File: src/rtl/mesh_wormhole_ni_tx_pkg.sv
// Shared flit definitions for the wormhole mesh: flit ID codes, flit width,
// HEAD field offsets (also used by the node routing logic) and NI FSM states.
package mesh_wormhole_ni_tx_pkg;

   // Flit type codes; 2'b00 is reserved as invalid and never emitted.
   localparam logic [1:0] FlitInvalid = 2'b00;
   localparam logic [1:0] FlitHead    = 2'b01;
   localparam logic [1:0] FlitBody    = 2'b10;
   localparam logic [1:0] FlitTail    = 2'b11;

   // Full flit width, laid out as {id, data}.
   function automatic int unsigned calc_flit_w(input int unsigned id_w,
                                               input int unsigned data_w);
      return id_w + data_w;
   endfunction

   // Data-field range of a flit: data occupies [data_w-1:0] below the ID.
   function automatic int unsigned calc_data_range(input int unsigned data_w);
      return data_w - 1;
   endfunction

   // HEAD layout: row in the MSBs, column just below, hop count in the LSBs.
   function automatic int unsigned head_row_lsb(input int unsigned data_w,
                                                input int unsigned row_w);
      return data_w - row_w;
   endfunction

   function automatic int unsigned head_col_lsb(input int unsigned data_w,
                                                input int unsigned row_w,
                                                input int unsigned col_w);
      return data_w - row_w - col_w;
   endfunction

   typedef enum logic [0:0] {
      StIdle,
      StPayload
   } ni_tx_state_e;

endpackage

File: src/rtl/mesh_wormhole_ni_tx.sv
// Network-interface transmitter: turns a request plus payload stream into a
// HEAD/BODY.../TAIL worm on one node input channel, one flit per cycle.
module mesh_wormhole_ni_tx
   import mesh_wormhole_ni_tx_pkg::*;
#(
   parameter int unsigned FLIT_DATA_W = 8,
   parameter int unsigned FLIT_ID_W   = 2,
   parameter int unsigned HOP_CNT_W   = 4,
   parameter int unsigned ROW_ADDR_W  = 2,
   parameter int unsigned COL_ADDR_W  = 2,
   parameter int unsigned LEN_W       = 4,
   localparam int unsigned FLIT_W     = calc_flit_w(FLIT_ID_W, FLIT_DATA_W)
) (
   input  logic                   clk_i,
   input  logic                   rst_ni,
   input  logic                   pkt_vld_i,
   output logic                   pkt_rdy_o,
   input  logic [ROW_ADDR_W-1:0]  pkt_dst_row_i,
   input  logic [COL_ADDR_W-1:0]  pkt_dst_col_i,
   input  logic [LEN_W-1:0]       pkt_len_i,
   input  logic [FLIT_DATA_W-1:0] data_i,
   input  logic                   data_vld_i,
   output logic                   data_rdy_o,
   output logic [FLIT_W-1:0]      out_chan_data_o,
   output logic                   out_chan_vld_o,
   input  logic                   out_chan_rdy_i,
   output logic                   pkt_sent_o,
   output logic                   len_err_o
);

   localparam int unsigned DataMsb    = calc_data_range(FLIT_DATA_W);
   localparam int unsigned HeadRowLsb = head_row_lsb(FLIT_DATA_W, ROW_ADDR_W);
   localparam int unsigned HeadColLsb = head_col_lsb(FLIT_DATA_W, ROW_ADDR_W, COL_ADDR_W);

   if (FLIT_DATA_W < ROW_ADDR_W + COL_ADDR_W + HOP_CNT_W) begin : g_head_too_narrow
      $error("FLIT_DATA_W cannot hold the HEAD row, column and hop fields");
   end

   ni_tx_state_e             state_q;
   logic [LEN_W-1:0]         cnt_q;
   logic                     out_vld_q;
   logic [FLIT_W-1:0]        out_flit_q;

   logic                     load_ok;
   logic                     pkt_hs;
   logic                     data_hs;
   logic                     len_zero;
   logic                     last_word;
   logic [FLIT_DATA_W-1:0]   head_data;
   logic [FLIT_ID_W-1:0]     out_id;

   // Output register can take a new flit when empty or draining this cycle.
   assign load_ok   = !out_vld_q || out_chan_rdy_i;
   assign pkt_hs    = pkt_vld_i && pkt_rdy_o;
   assign data_hs   = data_vld_i && data_rdy_o;
   assign len_zero  = (pkt_len_i == '0);
   assign last_word = (cnt_q == LEN_W'(1));
   assign out_id    = out_flit_q[FLIT_W-1 -: FLIT_ID_W];

   // HEAD payload: destination in the MSBs, hop count and padding zeroed.
   always_comb begin
      head_data = '0;
      head_data[HeadRowLsb +: ROW_ADDR_W] = pkt_dst_row_i;
      head_data[HeadColLsb +: COL_ADDR_W] = pkt_dst_col_i;
   end

   // Ready decode: one of the two request sides, only while out of reset.
   always_comb begin
      pkt_rdy_o  = 1'b0;
      data_rdy_o = 1'b0;
      if (rst_ni) begin
         pkt_rdy_o  = (state_q == StIdle) && load_ok;
         data_rdy_o = (state_q == StPayload) && load_ok;
      end
   end

   // Status pulses, both tied to the handshake cycle that causes them.
   always_comb begin
      len_err_o  = pkt_hs && len_zero;
      pkt_sent_o = out_vld_q && out_chan_rdy_i && (out_id == FLIT_ID_W'(FlitTail));
   end

   // Packetizer FSM with payload counter and the single output flit register.
   always_ff @(posedge clk_i or negedge rst_ni) begin
      if (!rst_ni) begin
         state_q    <= StIdle;
         cnt_q      <= '0;
         out_vld_q  <= 1'b0;
         out_flit_q <= '0;
      end else begin
         unique case (state_q)
            StIdle: begin
               if (pkt_hs && !len_zero) begin
                  cnt_q      <= pkt_len_i;
                  out_vld_q  <= 1'b1;
                  out_flit_q <= {FLIT_ID_W'(FlitHead), head_data};
                  state_q    <= StPayload;
               end else if (load_ok) begin
                  out_vld_q <= 1'b0;
               end
            end
            StPayload: begin
               if (data_hs) begin
                  cnt_q      <= cnt_q - LEN_W'(1);
                  out_vld_q  <= 1'b1;
                  out_flit_q <= {last_word ? FLIT_ID_W'(FlitTail) : FLIT_ID_W'(FlitBody),
                                 data_i[DataMsb:0]};
                  if (last_word) begin
                     state_q <= StIdle;
                  end
               end else if (load_ok) begin
                  out_vld_q <= 1'b0;
               end
            end
            default: state_q <= StIdle;
         endcase
      end
   end

   assign out_chan_vld_o  = out_vld_q;
   assign out_chan_data_o = out_flit_q;

endmodule

File: config.mk
export PLATFORM = sky130hd
export DESIGN_NAME = mesh_wormhole_ni_tx
export DESIGN_NICKNAME = d
export VERILOG_FILES = /design/src/rtl/mesh_wormhole_ni_tx_pkg.sv /design/src/rtl/mesh_wormhole_ni_tx.sv
export SDC_FILE = /design/constraint.sdc
export NUM_CORES = 1
export LEC_CHECK = 0
export BUFFER_PORTS_ARGS = -buffer_cell sky130_fd_sc_hd__buf_2
export CORE_MARGIN = 2
export CORE_UTILIZATION = 45
export DETAILED_ROUTE_END_ITERATION = 8
export GPL_TIMING_DRIVEN = 0
export MAX_ROUTING_LAYER = met4
export PLACE_DENSITY = 0.85
export SLEW_MARGIN = 10
export SYNTH_ARGS = -nofsm -noshare
export SYNTH_HDL_FRONTEND = slang
export SYNTH_SLANG_ARGS = --single-unit
File: constraint.sdc
create_clock -name clk_i -period 2.78 [get_ports clk_i]
set_clock_uncertainty 0.05 [all_clocks]
set_input_delay 0.139 -clock clk_i [delete_from_list [all_inputs] [get_ports clk_i]]
set_output_delay 0.139 -clock clk_i [all_outputs]
set_load 0.02 [all_outputs]
Word-level counts from Yosys, hierarchy flattened --
Cells that the tools add are included.
Word-level totals: register bits after elaboration 16, input bits 21, output and inout port bits 15, logic and storage cells 40
Cells by class: add/sub/neg operators 1, equality and inequality tests 4, multiplexer cells 17, bitwise logic cells 1, reductions and logical operators 13
Operators with widths (number):
- two-way mux 10 bit | 2
- case mux 10 bit (2 select lines) | 1
- two-way mux 1 bit | 9
- logical AND 1 bit | 8
- two-way mux 4 bit | 2
- case mux 4 bit (2 select lines) | 1
- == test 4 x 1 -> 1 bit (second input constant) | 1
- logical NOT 4 bit | 1
- inequality test 2 x 1 -> 1 bit (second input constant) | 2
- case mux 1 bit (2 select lines) | 2
- subtractor 4 x 1 -> 4 bit (second input constant) | 1
- == test 2 bit (second input constant) | 1
- logical NOT 1 bit | 2
- AND reduction 2 bit | 1
- logical OR 1 bit | 1
- NOT 1 bit | 1

Depth between registers and ports, before layout --
Gate-level depths: netlist of the first run.
depth after elaboration 8, gate-level depth with buffers 5, mapped depth without buffers 5

Worst setup path after synthesis of the first run --
OpenSTA, ideal clock, no wires.
kind register to register, start register out_vld_q, in the netlist out_chan_vld_o, end register out_flit_q[5], in the netlist out_chan_data_o[5], library setup time 0.125 ns, data arrival time 1.391 ns, required time 2.605 ns, path slack 1.213 ns, stages on the path, launching flop included 6, buffers on the path 1, period minus slack after synthesis 1.567 ns, cell sequence dfrtp_1 nand2b_1 nand4_2 nand2_4 buf_6 mux2_4
On the way: cells in the longest elaborated chain, start to end 8, elaborated cells between the ends (all ways) 12, those cells by class eq/ne (2); mux (2); reduce/logical (8)
RTL lines:
- from (decl) | RTL line mesh_wormhole_ni_tx.sv:41 | logic out_vld_q;
- from (signal assigned) | RTL line mesh_wormhole_ni_tx.sv:88 | out_vld_q <= 1'b0;
- from (signal assigned) | RTL line mesh_wormhole_ni_tx.sv:95 | out_vld_q <= 1'b1;
- from (signal assigned) | RTL line mesh_wormhole_ni_tx.sv:99 | out_vld_q <= 1'b0;
- logical NOT 1 bit * | RTL line mesh_wormhole_ni_tx.sv:53 | assign load_ok = !out_vld_q || out_chan_rdy_i;
- logical OR 1 bit * | RTL line mesh_wormhole_ni_tx.sv:53
- logical AND 1 bit | RTL line mesh_wormhole_ni_tx.sv:72 | pkt_rdy_o = (state_q == StIdle) && load_ok;
- two-way mux 1 bit | RTL line mesh_wormhole_ni_tx.sv:71 | if (rst_ni) begin
- logical AND 1 bit | RTL line mesh_wormhole_ni_tx.sv:54 | assign pkt_hs = pkt_vld_i && pkt_rdy_o;
- logical AND 1 bit | RTL line mesh_wormhole_ni_tx.sv:93 | if (pkt_hs && !len_zero) begin
- inequality test 2 x 1 -> 1 bit (no line)
- AND reduction 2 bit (no line) *
- to (signal assigned) | RTL line mesh_wormhole_ni_tx.sv:96 | out_flit_q <= {FLIT_ID_W'(FlitHead), head_data};
- to (signal assigned) | RTL line mesh_wormhole_ni_tx.sv:106 | out_flit_q <= {last_word ? FLIT_ID_W'(FlitTail) : FLIT_ID_W'(FlitBody),
- to (decl) | RTL line mesh_wormhole_ni_tx.sv:42 | logic [FLIT_W-1:0] out_flit_q;
Mark *: on every way between the ends. The rest lies on a longest branch, timed or not. A chain may end at the register's enable or synchronous reset.

Final worst setup path of the first run --
start register state_q, end output data_rdy_o
On the way: cells in the longest elaborated chain, start to end 2
RTL lines:
- from (decl) | RTL line mesh_wormhole_ni_tx.sv:39 | ni_tx_state_e state_q;
- from (signal assigned) | RTL line mesh_wormhole_ni_tx.sv:86 | state_q <= StIdle;
- from (signal assigned) | RTL line mesh_wormhole_ni_tx.sv:97 | state_q <= StPayload;
- from (signal assigned) | RTL line mesh_wormhole_ni_tx.sv:109 | state_q <= StIdle;
- logical AND 1 bit | RTL line mesh_wormhole_ni_tx.sv:73 | data_rdy_o = (state_q == StPayload) && load_ok;
- two-way mux 1 bit | RTL line mesh_wormhole_ni_tx.sv:71
- to (decl) | RTL line mesh_wormhole_ni_tx.sv:23 | output logic data_rdy_o,
No other way between the ends.

==> results of run 1 <==
==> flip-flops by register name, indices dropped and copies added (netlist names) <==
register and cells:
out_chan_data_o 10, cnt_q 4, out_chan_vld_o 1, state_q 1
==> logic make-up (layout without fill, tap and decap cells) <==
| kind of cell | Yosys count | count (layout) |
|---|---|---|
| xor+xnor | 2 | 2 |
| buf+inv | 9 | 49 |
| mux | 17 | 17 |
| fa+ha+maj | 2 | 2 |
| compound gates | 5 | 5 |
| flops | 16 | 16 |
| simple gates | 27 | 27 |
==> cells in the mapped netlist (all sizes together) <==
cell type   n
and4        1
nor3        1
nand2      13
dfrtp      16
a21oi       2
o21ai       3
nand2b      1
nor2b       1
buf         2
nand3       1
and2        1
mux2i       6
and3        1
clkbuf      1
mux2       11
nand4       2
xnor2       2
ha          2
or4         1
nor2        4
inv         6
==> power by group <==
group | switching, mW | internal (mW) | total (mW)
Sequential | 0.0760 | 0.344 | 0.420
Clock | 0.0749 | 0.0796 | 0.154
Combinational | 0.314 | 0.260 | 0.574
Total | 0.465 | 0.683 | 1.15
==> worst max path at each step <==
stage,start,to,slack [ns],depth (start not counted)
floorplan,out_chan_vld_o$_DFF_PN0_,out_chan_data_o[5]$_DFFE_PN0P_,1.21,5
global placement,rst_ni,out_chan_data_o[6]$_DFFE_PN0P_,1.04,6
detailed placement,rst_ni,out_chan_data_o[7]$_DFFE_PN0P_,1.02,6
CTS,state_q$_DFF_PN0_,data_rdy_o,0.73,4
global route,state_q$_DFF_PN0_,data_rdy_o,0.62,4
finish,state_q$_DFF_PN0_,data_rdy_o,0.77,4
==> routing by layer <==
layer	wire [microns]	up-vias	global-route usage (%)
met5	0	-	-
met4	12	0	4.865
met3	68	2	3.396
met2	940	19	31.20
met1	752	343	20.51
li1	-	345	-
==> cell type report <==
cell class                 instances  area, sq um
fill                             160        643.1
multi-input combinational         53        426.7
sequential                        16        400.4
timing repair buffer              36        185.2
clock buffer                       4        36.28
tap                               25        31.28
inverter                           6        22.52
buffer                             3        18.77
==> worst register-to-register path, delay by kind of cell (launching register included) <==
family / cells / cell delay [ns]
buf+inv: 1 / 0.18
flops: 1 / 0.40
mux: 1 / 0.31
simple gates: 3 / 0.58
==> impl_metrics.py, run 1 <==
metrics = {
    "global_route": {
        "grt_pass1_wl_microns": 2739,
        "antenna_found_initial": 0,
        "grt.total_usage_pct": 17.78,
        "grt_max_degree": 20,
        "grt-ovfl-total": 0,
        "first_global_vias": 662,
    },
    "setup_path": {
        "regToRegEndpoint": "out_chan_data_o[6]$_DFFE_PN0P_",
        "crit_buf_inv": 3,
        "crit_family": "buffers and inverters",
        "worstPathRequired_ns": 2.59,
        "regToRegStartpoint": "out_chan_vld_o$_DFF_PN0_",
        "reg2reg_depth": 5,
        "critPathMaxFanout": 10,
        "cp_slowest_cell": "buf_1",
        "r2r_setup_slack_ns": 1.17,
        "crit_chain": "buf_1 > clkbuf_1 > and3_1 > buf_2",
        "crit_path_end_kind": "output pin",
        "crit_arrival_ns": 1.82,
        "critPathMaxStageDelay_ns": 0.40,
        "startpoint_type": "flip-flop",
        "crit_type": "reg -> out",
    },
    "logic_synthesis": {
        "synth.avg_cell_area_sq_um": 11.13,
        "yosys_warnings": 0,
        "yosysTopAreaCell": "dfrtp_1",
        "syn_nets": 101,
        "synth-xor-area-share_pct": 2.017,
        "synthAdderAreaFrac_pct": 2.882,
        "synth_area_leaders": "dfrtp_1 (46%), mux2_2 (9.1%), mux2i_1 (6.9%)",
        "synth_top_area_share_pct": 46.11,
        "synthMuxAreaShare_pct": 22.91,
        "ys_seq_area_share_pct": 46.11,
        "ys_seq_elements": 16,
        "synth_compound_area_share_pct": 2.882,
        "syn_inst": 78,
        "synthesis.area_sq_um": 868.3,
        "synth_top_family_by_area": "multiplexers",
        "synthSimpleGateAreaFrac_pct": 18.44,
        "synth_cell_type_count": 25,
    },
    "placement": {
        "routabilityCongestion": 0.7872,
        "io_buffers": 35,
        "placed_cells": 138,
        "post-place-ws_ns": 1.019,
        "place_hpwl_microns": 1402,
        "dpl_cell_area_sq_um": 1075,
    },
    "floorplanning": {
        "die_h_microns": 47.93,
        "die_x_microns": 47.93,
        "rows": 15,
        "io_pins": 36,
        "initial_core_util_pct": 49.22,
        "core_sq_um": 1764,
        "die_area_sq_um": 2297,
    },
    "power_and_ir_drop": {
        "pwr_density_cell_nw_per_um2": 1024,
        "peakVddDrop_uv": 485.2,
        "p_leak_nw": 0.5759,
        "power_mw": 1.148,
    },
    "clocking": {
        "postCtsHoldBufs": 1,
        "cts_buffers": 3,
        "clock-sinks": 16,
        "cts.repair.resized": 0,
        "clockRootBuffer": "clkbuf_4",
        "cts_setup_buffers": 0,
        "cts_tree": "done",
        "clk_path_buf_depth": 2,
        "clkLatencyLatePin_ns": 0.28,
        "clk_pin_slew_ns": 0.10,
        "ctsHtreeMaxLevel": 1,
    },
    "drt": {
        "routed_wl_microns": 1774,
        "dr.pass1.iters": 2,
        "vias": 709,
        "dr.first_iter.drc_count": 1,
        "drtAntennaViolNets": 0,
        "drt-wirelength-per-cell_microns": 12.41,
        "drc": 0,
        "via_per_inst": 4.958,
    },
    "min_path": {
        "min_from": "data_i[2]",
        "min_path_cells": 3,
        "hold_path_class": "in -> reg",
        "min_to": "out_chan_data_o[2]$_DFFE_PN0P_",
    },
    "timing": {
        "tightest_slew_ns": 0.4784,
        "min_period_ns": 2.013,
        "rsz0062_at_grt": "false",
        "relSlewSlack_pct": 68.11,
        "tns_ns": 0,
        "setup_viol": 0,
        "finalHoldViolCount": 0,
        "clock.fmax_ghz": 0.4968,
        "setup_ws_ns": 0.7671,
        "min_period_over_period_pct": 72.41,
        "slew_viol_final": 0,
        "holdWs_ns": 0.05144,
    },
    "finish": {
        "fin_util_pct": 63.55,
        "final_common_cell": "buf_2",
        "stdcell_count": 143,
        "final_nets": 142,
        "syn_to_final_growth_pct": 29.11,
        "drive_above_1_share_pct": 46.61,
        "final_cell_area_sq_um": 1121,
        "final_cell_mix": "buf_2 (35), dfrtp_1 (16), nand2_1 (12), mux2_2 (7)",
        "insertedDiodeCount": 0,
    },
    "run_status": {
        "status": "completed",
    },
    "run": {
        "drv_cap": 0,
    },
}
Note: power is estimated with default switching activity, not from simulation.
==> run 2, diff against run 1 <==
--- a/config.mk
+++ b/config.mk
@@ -5,13 +5,14 @@
 export SDC_FILE = /design/constraint.sdc
 export NUM_CORES = 1
 export LEC_CHECK = 0
+export ABC_AREA = 1
 export BUFFER_PORTS_ARGS = -buffer_cell sky130_fd_sc_hd__buf_2
 export CORE_MARGIN = 2
 export CORE_UTILIZATION = 45
 export DETAILED_ROUTE_END_ITERATION = 8
 export GPL_TIMING_DRIVEN = 0
 export MAX_ROUTING_LAYER = met4
-export PLACE_DENSITY = 0.85
+export PLACE_DENSITY = 0.84
 export SLEW_MARGIN = 10
 export SYNTH_ARGS = -nofsm -noshare
 export SYNTH_HDL_FRONTEND = slang
==> constraint.sdc (replaced) <==
create_clock -name clk_i -period 2.01 [get_ports clk_i]
set_clock_uncertainty 0.05 [all_clocks]
set_input_delay 0.1005 -clock clk_i [delete_from_list [all_inputs] [get_ports clk_i]]
set_output_delay 0.1005 -clock clk_i [all_outputs]
set_load 0.02 [all_outputs]
==> impl_metrics.py, run 2 <==
metrics = {
    "timing": {
        "relSlewSlack_pct": 71.02,
        "holdWs_ns": 0.03088,
        "clock.fmax_ghz": 0.5987,
        "setup_ws_ns": 0.3396,
        "slew_viol_final": 0,
        "tightest_slew_ns": 0.4346,
        "min_period_ns": 1.670,
        "setup_viol": 0,
        "min_period_over_period_pct": 83.10,
        "tns_ns": 0,
        "rsz0062_at_grt": "false",
        "finalHoldViolCount": 0,
    },
    "setup_path": {
        "startpoint_type": "primary input",
        "regToRegStartpoint": "state_q$_DFF_PN0_",
        "cp.depth": 5,
        "critPathMaxStageDelay_ns": 0.52,
        "r2r_setup_slack_ns": 0.58,
        "crit_path_end_kind": "output pin",
        "cp_slowest_cell": "dlygate4sd3_1",
        "crit_arrival_ns": 1.52,
        "reg2reg_depth": 6,
        "worstPathRequired_ns": 1.86,
        "worst_path_most_repeated_cell": "buf_2",
        "crit_type": "in -> out",
        "crit_chain": "dlygate4sd3_1 > buf_2 > nand4_1 > nor2_1 > buf_2",
        "regToRegEndpoint": "cnt_q[0]$_DFFE_PN0P_",
        "crit_buf_inv": 3,
        "crit_family": "buffers and inverters",
        "critPathMaxFanout": 19,
    },
    "logic_synthesis": {
        "synthAdderAreaFrac_pct": 2.801,
        "synth-xor-area-share_pct": 0,
        "synth_edf_count": 0,
        "synth.avg_cell_area_sq_um": 7.090,
        "syn_inst": 126,
        "synthesis.area_sq_um": 893.4,
        "async_reset_ff_share_pct": 100.0,
        "synth_common_cells": "nand2_1 (56), nand3_1 (17), dfrtp_1 (16), inv_1 (9), nor2_1 (7)",
        "syn_nets": 149,
        "ys.flop_type": "dfrtp_1",
        "synth_top_area_share_pct": 44.82,
        "ys_seq_elements": 16,
        "synthSimpleGateAreaFrac_pct": 41.18,
        "synth_top_family_by_area": "simple AND/OR/NAND/NOR gates",
        "yosysTopAreaCell": "dfrtp_1",
        "yosys_warnings": 0,
        "synthMuxAreaShare_pct": 0,
        "synth_cell_type_count": 19,
        "synth_area_leaders": "dfrtp_1 (45%), nand2_1 (24%), nand3_1 (9.5%)",
        "synth_compound_area_share_pct": 3.782,
        "ys_seq_area_share_pct": 44.82,
        "yosysMostFrequentCell": "nand2_1",
    },
    "finish": {
        "stdcell_count": 193,
        "fillers": 179,
        "multiInputGateArea_sq_um": 426.7,
        "final_cell_area_sq_um": 1149,
        "insertedDiodeCount": 0,
        "regArea_sq_um": 400.4,
        "final_cell_mix": "nand2_1 (56), buf_2 (37), nand3_1 (17), dfrtp_1 (16), inv_1 (9)",
        "drive_above_1_share_pct": 29.52,
        "largest_reg_flops": 10,
        "final_nets": 190,
        "fin_util_pct": 59.77,
        "syn_to_final_growth_pct": 28.57,
        "final_common_cell": "nand2_1",
    },
    "power_and_ir_drop": {
        "seqPwrFrac_pct": 40.4,
        "p_comb_share_pct": 42.2,
        "peakVddDrop_uv": 587.4,
        "p_leak_nw": 0.6976,
        "switching_share_pct": 41.34,
        "internal_power_mw": 0.7441,
        "pwr_density_cell_nw_per_um2": 1104,
        "clkPwrFrac_pct": 17.4,
        "power_mw": 1.269,
        "p_switching_mw": 0.5245,
    },
    "drt": {
        "drt-wirelength-per-cell_microns": 10.50,
        "dr.pass1.iters": 4,
        "dr.first_iter.drc_count": 15,
        "vias": 942,
        "via_per_inst": 4.881,
        "drc": 0,
        "drtAntennaViolNets": 0,
        "routed_wl_microns": 2027,
    },
    "placement": {
        "placed_cells": 188,
        "place_hpwl_microns": 1555,
        "routabilityCongestion": 0.8067,
        "dpl_cell_area_sq_um": 1102,
        "io_buffers": 35,
        "post-place-ws_ns": 0.5696,
    },
    "global_route": {
        "grt_max_degree": 20,
        "grt_pass1_wl_microns": 3670,
        "grt.total_usage_pct": 20.05,
        "first_global_vias": 910,
        "grt-ovfl-total": 0,
        "antenna_found_initial": 0,
    },
    "min_path": {
        "min_to": "out_chan_data_o[2]$_DFFE_PN0P_",
        "min_path_cells": 5,
        "hold_path_class": "in -> reg",
        "min_from": "data_i[2]",
    },
    "run_status": {
        "status": "completed",
    },
    "clocking": {
        "clockRootBuffer": "clkbuf_4",
        "clkLatencyLatePin_ns": 0.29,
        "ctsHtreeMaxLevel": 1,
        "cts_buffers": 3,
        "cts.repair.resized": 0,
        "clk_pin_slew_ns": 0.10,
        "clk_path_buf_depth": 2,
        "clock-sinks": 16,
        "cts_tree": "done",
    },
    "floorplanning": {
        "die_area_sq_um": 2358,
        "die_h_microns": 48.56,
        "initial_core_util_pct": 46.48,
        "die_x_microns": 48.56,
        "core_sq_um": 1922,
        "io_pins": 36,
        "rows": 16,
    },
    "run": {
        "drv_cap": 0,
    },
}
run 2: changes by cell type after synthesis, sizes merged, moves of 4 or more:
cell,before,now
nor2,4,8
inv,6,11
mux2i,6,0
nand2,13,57
mux2,11,0
nand3,1,18
run 2: worst max path at each step:
stage	from	endpoint	slack [ns]
global route	rst_ni	len_err_o	0.16
global placement	rst_ni	out_chan_data_o[3]$_DFFE_PN0P_	0.59
detailed placement	rst_ni	out_chan_data_o[8]$_DFFE_PN0P_	0.57
floorplan	out_chan_vld_o$_DFF_PN0_	out_chan_data_o[3]$_DFFE_PN0P_	0.49
finish	rst_ni	len_err_o	0.34
CTS	rst_ni	len_err_o	0.32
run 2: cell type report:
class	instances	share of cell area [%]
flip-flops and latches	16	34.86
plain buffers	5	2.179
well taps	27	2.941
inverters	11	3.595
clock buffers	4	3.159
multi-input cells	94	37.15
repair buffers	36	16.12
run 2: what timing repair did:
action / 4_1_cts / 5_1_grt
hold endpoints to repair: 16 / 0
hold buffers: 1 / 0
buffers inserted: 0 / 0
run 2: cells by family after synthesis:
| kind of cell | count (synthesis) |
|---|---|
| and+or+nand+nor | 86 |
| buffers and inverters | 16 |
| DFF | 16 |
| AOI/OAI and AO/OA | 6 |
| adders and majority gates | 2 |
run 2: power groups by stage:
stage                     registers (mW)  logic (mW)  clock network, mW
final                              0.513       0.535              0.221
after global routing               0.528       0.612              0.229
after CTS                          0.513       0.541              0.222
after detailed placement           0.518       0.537                  0
after global placement             0.514       0.518                  0
after floorplan                    0.594       0.289                  0
run 2: routing by layer:
metal	GRT usage, %	vias up	wire length (microns)
met5	-	-	0
met4	9.524	0	25
met3	3.395	4	107
met2	34.26	35	1002
met1	23.03	429	891
li1	-	474	-
run 2: worst register-to-register path: stages, from the launching register on:
cell and delay (ns):
dfrtp_1 0.46, inv_2 0.11, nand4_1 0.16, o21ai_2 0.26
buf_4 0.22, nand2_1 0.07, nand2_1 0.06
